**src/rtl/tile_writeback_unit.sv**
```systemverilog
// rtl/tile_writeback_unit.sv - tile capture FIFO and activation-SRAM writeback; optional TILE_WB_DROP_COUNT_EN adds drop_count
module tile_writeback_unit #(
  parameter int  MAX_N      = 64,
  parameter int  ADDR_W     = 16,
  parameter int  FIFO_DEPTH = 4,
  localparam int CW         = $clog2(MAX_N + 1)
) (
  input  logic              clk,
  input  logic              reset,
  input  logic              in_valid,
  input  logic [127:0]      in_data,
  input  logic [CW-1:0]     in_row,
  input  logic [CW-1:0]     in_col,
  input  logic [ADDR_W-1:0] base_addr,
  input  logic [ADDR_W-1:0] tiles_per_row,
  input  logic              layer_done,
  input  logic              clear_status,
  output logic              mem_we,
  output logic [ADDR_W-1:0] mem_addr,
  output logic [127:0]      mem_wdata,
  input  logic              mem_ready,
  output logic              wb_done,
  output logic              idle,
  output logic              overflow
`ifdef TILE_WB_DROP_COUNT_EN
  ,
  output logic [15:0]       drop_count
`endif
);

  localparam int PW = $clog2(FIFO_DEPTH);

  typedef enum logic [1:0] {ST_IDLE, ST_ACTIVE, ST_FLUSH, ST_DONE} state_t;

  state_t            state, state_nxt;
  logic [ADDR_W-1:0] addr_mem [FIFO_DEPTH];
  logic [127:0]      data_mem [FIFO_DEPTH];
  logic [PW-1:0]     rd_ptr, wr_ptr, head_ptr;
  logic [PW:0]       count, remain;
  logic              full, pop, push, drop, load, fifo_idle;
  logic [ADDR_W-1:0] push_addr;
  logic              next_we;
  logic [ADDR_W-1:0] next_addr;
  logic [127:0]      next_data;

  // The entry being written stays in the queue until the memory takes it,
  // so the outstanding write occupies one of the FIFO_DEPTH slots.
  assign full      = (count == (PW+1)'(FIFO_DEPTH));
  assign pop       = mem_we && mem_ready;
  assign push      = in_valid && (!full || pop);
  assign drop      = in_valid && full && !pop;
  assign load      = !mem_we || pop;
  assign remain    = count - (PW+1)'(pop);
  assign head_ptr  = pop ? rd_ptr + PW'(1) : rd_ptr;
  assign fifo_idle = (count == '0) && !mem_we;

  // Word address of the tile: one word per 4x4 tile, wrapping at ADDR_W bits.
  assign push_addr = base_addr + ADDR_W'(in_row >> 2) * tiles_per_row + ADDR_W'(in_col >> 2);

  // Pick what the write port shows next: the surviving head, else a tile
  // arriving into an empty queue (bypass gives the one-cycle latency).
  always_comb begin
    next_we   = 1'b0;
    next_addr = push_addr;
    next_data = in_data;
    if (remain != '0) begin
      next_we   = 1'b1;
      next_addr = addr_mem[head_ptr];
      next_data = data_mem[head_ptr];
    end else if (push) begin
      next_we   = 1'b1;
    end
  end

  // Queue storage; contents are meaningless outside the count window so no reset.
  always_ff @(posedge clk) begin
    if (push) begin
      addr_mem[wr_ptr] <= push_addr;
      data_mem[wr_ptr] <= in_data;
    end
  end

  // Queue pointers and occupancy.
  always_ff @(posedge clk or posedge reset) begin
    if (reset) begin
      rd_ptr <= '0;
      wr_ptr <= '0;
      count  <= '0;
    end else begin
      if (push) wr_ptr <= wr_ptr + PW'(1);
      if (pop)  rd_ptr <= rd_ptr + PW'(1);
      count <= count + (PW+1)'(push) - (PW+1)'(pop);
    end
  end

  // Registered write port: held while stalled, reloaded on acceptance or when free.
  always_ff @(posedge clk or posedge reset) begin
    if (reset) begin
      mem_we    <= 1'b0;
      mem_addr  <= '0;
      mem_wdata <= '0;
    end else if (load) begin
      mem_we <= next_we;
      if (next_we) begin
        mem_addr  <= next_addr;
        mem_wdata <= next_data;
      end
    end
  end

  // Layer sequencing state register.
  always_ff @(posedge clk or posedge reset) begin
    if (reset) state <= ST_IDLE;
    else       state <= state_nxt;
  end

  // Layer sequencing: a tile arriving during flush keeps us flushing so it
  // lands before wb_done.
  always_comb begin
    state_nxt = state;
    case (state)
      ST_IDLE: begin
        if (layer_done)    state_nxt = ST_FLUSH;
        else if (in_valid) state_nxt = ST_ACTIVE;
      end
      ST_ACTIVE: begin
        if (layer_done) state_nxt = ST_FLUSH;
      end
      ST_FLUSH: begin
        if (fifo_idle && !in_valid) state_nxt = ST_DONE;
      end
      ST_DONE:  state_nxt = ST_IDLE;
      default:  state_nxt = ST_IDLE;
    endcase
  end

  assign wb_done = (state == ST_DONE);
  assign idle    = (count == '0) && !mem_we && (state == ST_IDLE);

  // Sticky drop flag; clear wins over a drop in the same cycle.
  always_ff @(posedge clk or posedge reset) begin
    if (reset)             overflow <= 1'b0;
    else if (clear_status) overflow <= 1'b0;
    else if (drop)         overflow <= 1'b1;
  end

`ifdef TILE_WB_DROP_COUNT_EN
  // Saturating count of dropped tiles.
  always_ff @(posedge clk or posedge reset) begin
    if (reset)                              drop_count <= '0;
    else if (clear_status)                  drop_count <= '0;
    else if (drop && drop_count != 16'hFFFF) drop_count <= drop_count + 16'd1;
  end
`endif

endmodule

```
**config.mk**
```make
export PLATFORM = sky130hd
export DESIGN_NAME = tile_writeback_unit
export DESIGN_NICKNAME = d
export VERILOG_FILES = /design/src/rtl/tile_writeback_unit.sv
export SDC_FILE = /design/constraint.sdc
export NUM_CORES = 1
export LEC_CHECK = 0
export CORE_MARGIN = 5
export CORE_UTILIZATION = 40
export CTS_CLUSTER_DIAMETER = 120
export CTS_CLUSTER_SIZE = 25
export DETAILED_ROUTE_END_ITERATION = 10
export SYNTH_ARGS = -nofsm -noshare
export SYNTH_HDL_FRONTEND = slang
export SYNTH_SLANG_ARGS = --single-unit
```
**constraint.sdc**
```tcl
create_clock -name clk -period 5.7 [get_ports clk]
set_input_delay 1.14 -clock clk [delete_from_list [all_inputs] [get_ports clk]]
set_output_delay 1.14 -clock clk [all_outputs]
set_load 0.03 [all_outputs]
```
======== Word-level counts from Yosys, hierarchy flattened ========
Memories as Yosys holds them, arrays and structs flattened.
Cells that the tools add are included.
Widths: inputs -> output; s select.
storage, ports and cells
  bits in writable memories ............... 576
  input port bits ......................... 180
  register bits after elaboration ......... 155
  memories ................................ 2
cells by class
  eq/ne operators ......................... 7
  reductions and logical operators ........ 19
  muxes and demuxes ....................... 13
  $mul .................................... 1
  $add $sub $neg .......................... 7
memories
  name      words  width  rd ports  clocked after Yosys merged registers in  wr ports  line  source
  data_mem  4      128    1         0                                        1         37    logic [127:0] data_mem [FIFO_DEPTH];
  addr_mem  4      16     1         0                                        1         36    logic [ADDR_W-1:0] addr_mem [FIFO_DEPTH];
operators with widths
  kind                 count
  $mux 128             1
  $add 16x16->16       1
  $add 16x5->16        1
  $mul 5x16->16        1
  $mux 16              1
  $mux 2               5
  $pmux 2 s4           1
  $logic_and 1x1->1    7
  $sub 3x1->3          2
  $mux 1               5
  $add 2x1->2 const B  2
  $eq 2x2->1 const B   2
  $logic_not 1->1      4
  $ne 2x2->1 const B   2
  $add 3x1->3          1
  $eq 3x3->1 const B   1
  $logic_not 3->1      1
  $ne 3x3->1 const B   1
  $reduce_and 3->1     1
  $reduce_bool 3->1    1
  $eq 2x1->1 const B   1
  $logic_not 2->1      1
  $logic_or 1x1->1     2
  $reduce_and 2->1     1
  $reduce_bool 2->1    1

======== Logic depth before layout (Yosys ltp) ========
  depth after elaboration ................. 7
  gate-level depth with buffers ........... 17

======== Least setup slack after synthesis ========
No wires, ideal clock.
  path type ............................... input to register
  start ................................... in mem_ready
  end ..................................... mem addr_mem[2][0], enable pin
  buffers on the path ..................... 0
  stages .................................. 3
  data required time ...................... 5179 ps
  arrival ................................. 4871 ps
  setup time .............................. 521 ps
  path slack .............................. 309 ps
  cell sequence ........................... nand2_4 -> a31oi_4 -> and2_1
on the way
  cells in the longest elaborated chain, start to end .. 5
RTL lines
  what                          line  source
  start, declared               21    input logic mem_ready,
  $logic_and 1x1->1             49    assign pop = mem_we && mem_ready;
  $logic_or 1x1->1              50    assign push = in_valid && (!full || pop);
  $logic_and 1x1->1             50
  $mux 1                        77    if (push) begin
  $mux 1 (not written as such)  78    addr_mem[wr_ptr] <= push_addr;
  end, declared                 36
Every way passes these cells.

======== Final worst setup path ========
  start ................................... in tiles_per_row[4]
  end ..................................... mem addr_mem[1][10] (data pin)
on the way
  cells in the longest elaborated chain, start to end .. 3
RTL lines
  what                     line  source
  start, declared          15    input logic [ADDR_W-1:0] tiles_per_row,
  $mul 5x16->16            58    assign push_addr = base_addr + ADDR_W'(in_row >> 2) * tiles_per_row + ADDR_W'(in_col >> 2);
  $add 16x16->16           58
  $add 16x5->16            58
  named net push_addr[10]  41    logic [ADDR_W-1:0] push_addr;
The timed path passes the listed nets, and every way through them passes these cells.

==> key figures <==
Floorplan
  • Die X-Extent: 287 um
  • Core area: 0.0761 sq mm
  • Starting Density: 40.4%
  • Die height: 287 um
  • Site row count: 101
  • I/O pin count: 328
  • Die area: 0.0825 sq mm

CTS
  • Max Root-Sink Buffers: 3
  • Post-CTS sizing: 0
  • H-tree Lvls: 2
  • CTS tree: done
  • Post-CTS setup buffer count: 0
  • Root Buffer: clkbuf_16
  • Worst-Skew Late Latency: 0.57 ns
  • Hold Buf Count CTS: 0
  • Clk sink count: 731
  • Clk slew on worst S/H paths: 0.09 ns
  • TritonCTS Buffers: 35

GRT
  • Total track usage: 16.4%
  • Vias in the first global route: 17,400
  • First-pass GRT wire length: 105 mm
  • Largest net degree at the start of global routing: 80
  • Remaining global-route overflow: 0
  • Initial antenna violation count: 8

Route
  • Via count: 16,000
  • Initial DRC count: 793
  • Post-DR wirelength/cell: 21.7 um
  • Remaining DRCs: 0
  • Routed WL: 68.3 mm
  • Vias per inst: 5.08
  • Final ANT Viol Nets: 0
  • DRT Pass-1 Iters: 5

Synth
  • Number of flops mapped to enable cells by yosys: 576
  • Mean post-synth cell area: 17.5 sq um
  • Async SR Flop Fraction: 21.2%
  • Top FF cell, synth: edfxtp_1
  • Number of synthesized register bits: 731
  • Post-synth cell types: 53
  • Post-Syn Nets: 2,030
  • Yosys warnings: 0
  • Mapped Cells: 1,754
  • Post-Syn Area: 0.0308 sq mm
  • Register area share after synthesis: 68.8%

Power
  • Power per cell area: 543 mW/mm^2
  • Max IR drop VDD: 310 uV
  • Leakage Power: 13.5 nW
  • Pwr Total: 0.0197 W

Timing
  • Setup-failing EPs final: 0
  • Final TNS setup: 0 ns
  • Crit share post-route: 90.8%
  • Worst slew margin: 29.6%
  • Fin. Hold Viols: 0
  • Hold slack: 0.484 ns
  • Crit path time final: 5.18 ns
  • Slew @ Worst Pin: 1.05 ns
  • Fmax: 193 MHz
  • Unrepaired setup endpoints after global routing: no
  • Max-slew violations: 0
  • Layout Skew: 0.0422 ns

Placement
  • Dpl cells: 3,078
  • Cell Area, Placed: 0.0354 sq mm
  • GP Congestion: 0.755
  • Buffers on Ports: 323
  • Final HPWL from detailed placement: 42.4 mm

Worst hold path
  • HP Class: flop to flop

Finish
  • Cell area after layout: 0.0364 sq mm
  • Most common cell after layout, fill and taps aside: edfxtp_1
  • Layout fillers: 6,550
  • Layout area overhead: 18.3%
  • Final std cells w/o fill: 3,146
  • Nets: 2,361
  • Commonest non-fill, non-tap cells in the layout: edfxtp_1, clkdlybuf4s50_1, nand2_1, dfrtp_1, mux4_2
  • Share of post-route cells with drive strength above 1: 11.8%

Worst setup path
  • Required @ worst endpoint: 5.98 ns
  • Crit start category: input port
  • Worst setup EP type: flop
  • Maximum fanout along the worst path: 5
  • CP Class: input port to flop
  • Critical Path AT: 5.46 ns
  • R2R Setup Slk: 2.63 ns

Job
  • Max-cap viol count: 0

Status
  • Status: finished, final reports clean
-- state kept, by name (all words and copies together), names as in the netlist --
register,count
overflow,1
state,2
addr_mem,64
mem_addr,16
count,3
rd_ptr,2
mem_we,1
data_mem,512
wr_ptr,2
mem_wdata,128
-- stage by stage --
| step | util [%] | worst slack, ns |
|---|---|---|
| 2_1_floorplan | - | 0.309 |
| 3_3_place_gp | 46.5 | -0.0578 |
| 3_5_place_dp | 46.5 | -0.0591 |
| 4_1_cts | 47.8 | 0.550 |
| 5_1_grt | 47.8 | 0.254 |
| 6_report | 47.8 | 0.524 |
-- path summary, 6_finish.rpt --
| path | start | end | depth (start not counted) |
|---|---|---|---|
| min in group asynchronous | reset | mem_wdata[33] | 2 |
| hold / removal | mem_wdata[52] | mem_wdata[52] | 2 |
| max in group asynchronous | reset | mem_wdata[83] | 3 |
| setup reg to reg | mem_we | mem_addr[15] | 9 |
| setup / recovery | tiles_per_row[4] | addr_mem[1][10] | 16 |
| hold reg to reg | mem_wdata[52] | mem_wdata[52] | 2 |
-- routing by layer --
metal / up-vias / share of wire [%] / track usage (%)
met5: - / 0.019 / 0
met4: 2 / 2.0 / 3.64
met3: 66 / 4.4 / 2.94
met2: 277 / 51 / 28.5
met1: 8333 / 43 / 21.9
li1: 7297 / - / -
-- synthesized netlist by cell type, drive strengths merged (4+ instances only) --
cell    number  share of area (%)
buf         63                1.5
dfrtp      155                 13
clkbuf      21               0.26
inv         76               0.93
xnor2       21               0.62
and2        48               0.98
a21o         9               0.22
nor2        14               0.17
nand2      180                2.2
xor2         5               0.20
fa          53                3.4
mux2i      137                4.5
edfxtp     576                 56
a21oi       15               0.24
a31oi        4               0.13
o21ai      147                2.4
mux4       144                 11
nand3        8               0.13
ha          43                1.7
-- final cells by class --
type	instances	area, sq um	share of cell area, %
repair buffers	378	3850	10.6
clock inverters	3	28.8	0.0791
flip-flops and latches	731	21200	58.2
well taps	1030	1290	3.54
clock buffers	59	966	2.66
multi-input cells	863	8770	24.1
diodes	6	15.0	0.0413
inverters	76	290	0.798
-- cells by family (layout without fill, tap and decap cells) --
logic type | Yosys count | in the layout | synth area share [%]
other | 0 | 6 | 0
AND/OR/NAND/NOR | 262 | 262 | 3.79
adder cells (fa/ha/maj) | 96 | 96 | 5.20
buffers and inverters | 160 | 516 | 2.72
multiplexers | 282 | 282 | 15.0
AO/OA/AOI/OAI | 197 | 197 | 3.59
flip-flops | 731 | 731 | 68.8
XOR/XNOR | 26 | 26 | 0.826
-- critical path, cell delays in order --
cell,delay (ns)
clkdlybuf4s50_1,0.41
and2_1,0.17
fa_1,0.51
inv_1,0.06
fa_1,0.52
inv_1,0.05
fa_1,0.47
inv_1,0.05
fa_1,0.48
inv_1,0.04
ha_1,0.30
nand2_1,0.08
or3b_2,0.52
a21oi_1,0.15
a21oi_1,0.09
xnor2_1,0.42
-- report_power, final --
group / total [W] / internal (W) / switching, W
clock: 0.00279 / 0.00119 / 0.00160
combinational: 0.00894 / 0.00397 / 0.00497
sequential: 0.00801 / 0.00750 / 0.000514
Note: power is estimated with default switching activity, not from simulation.
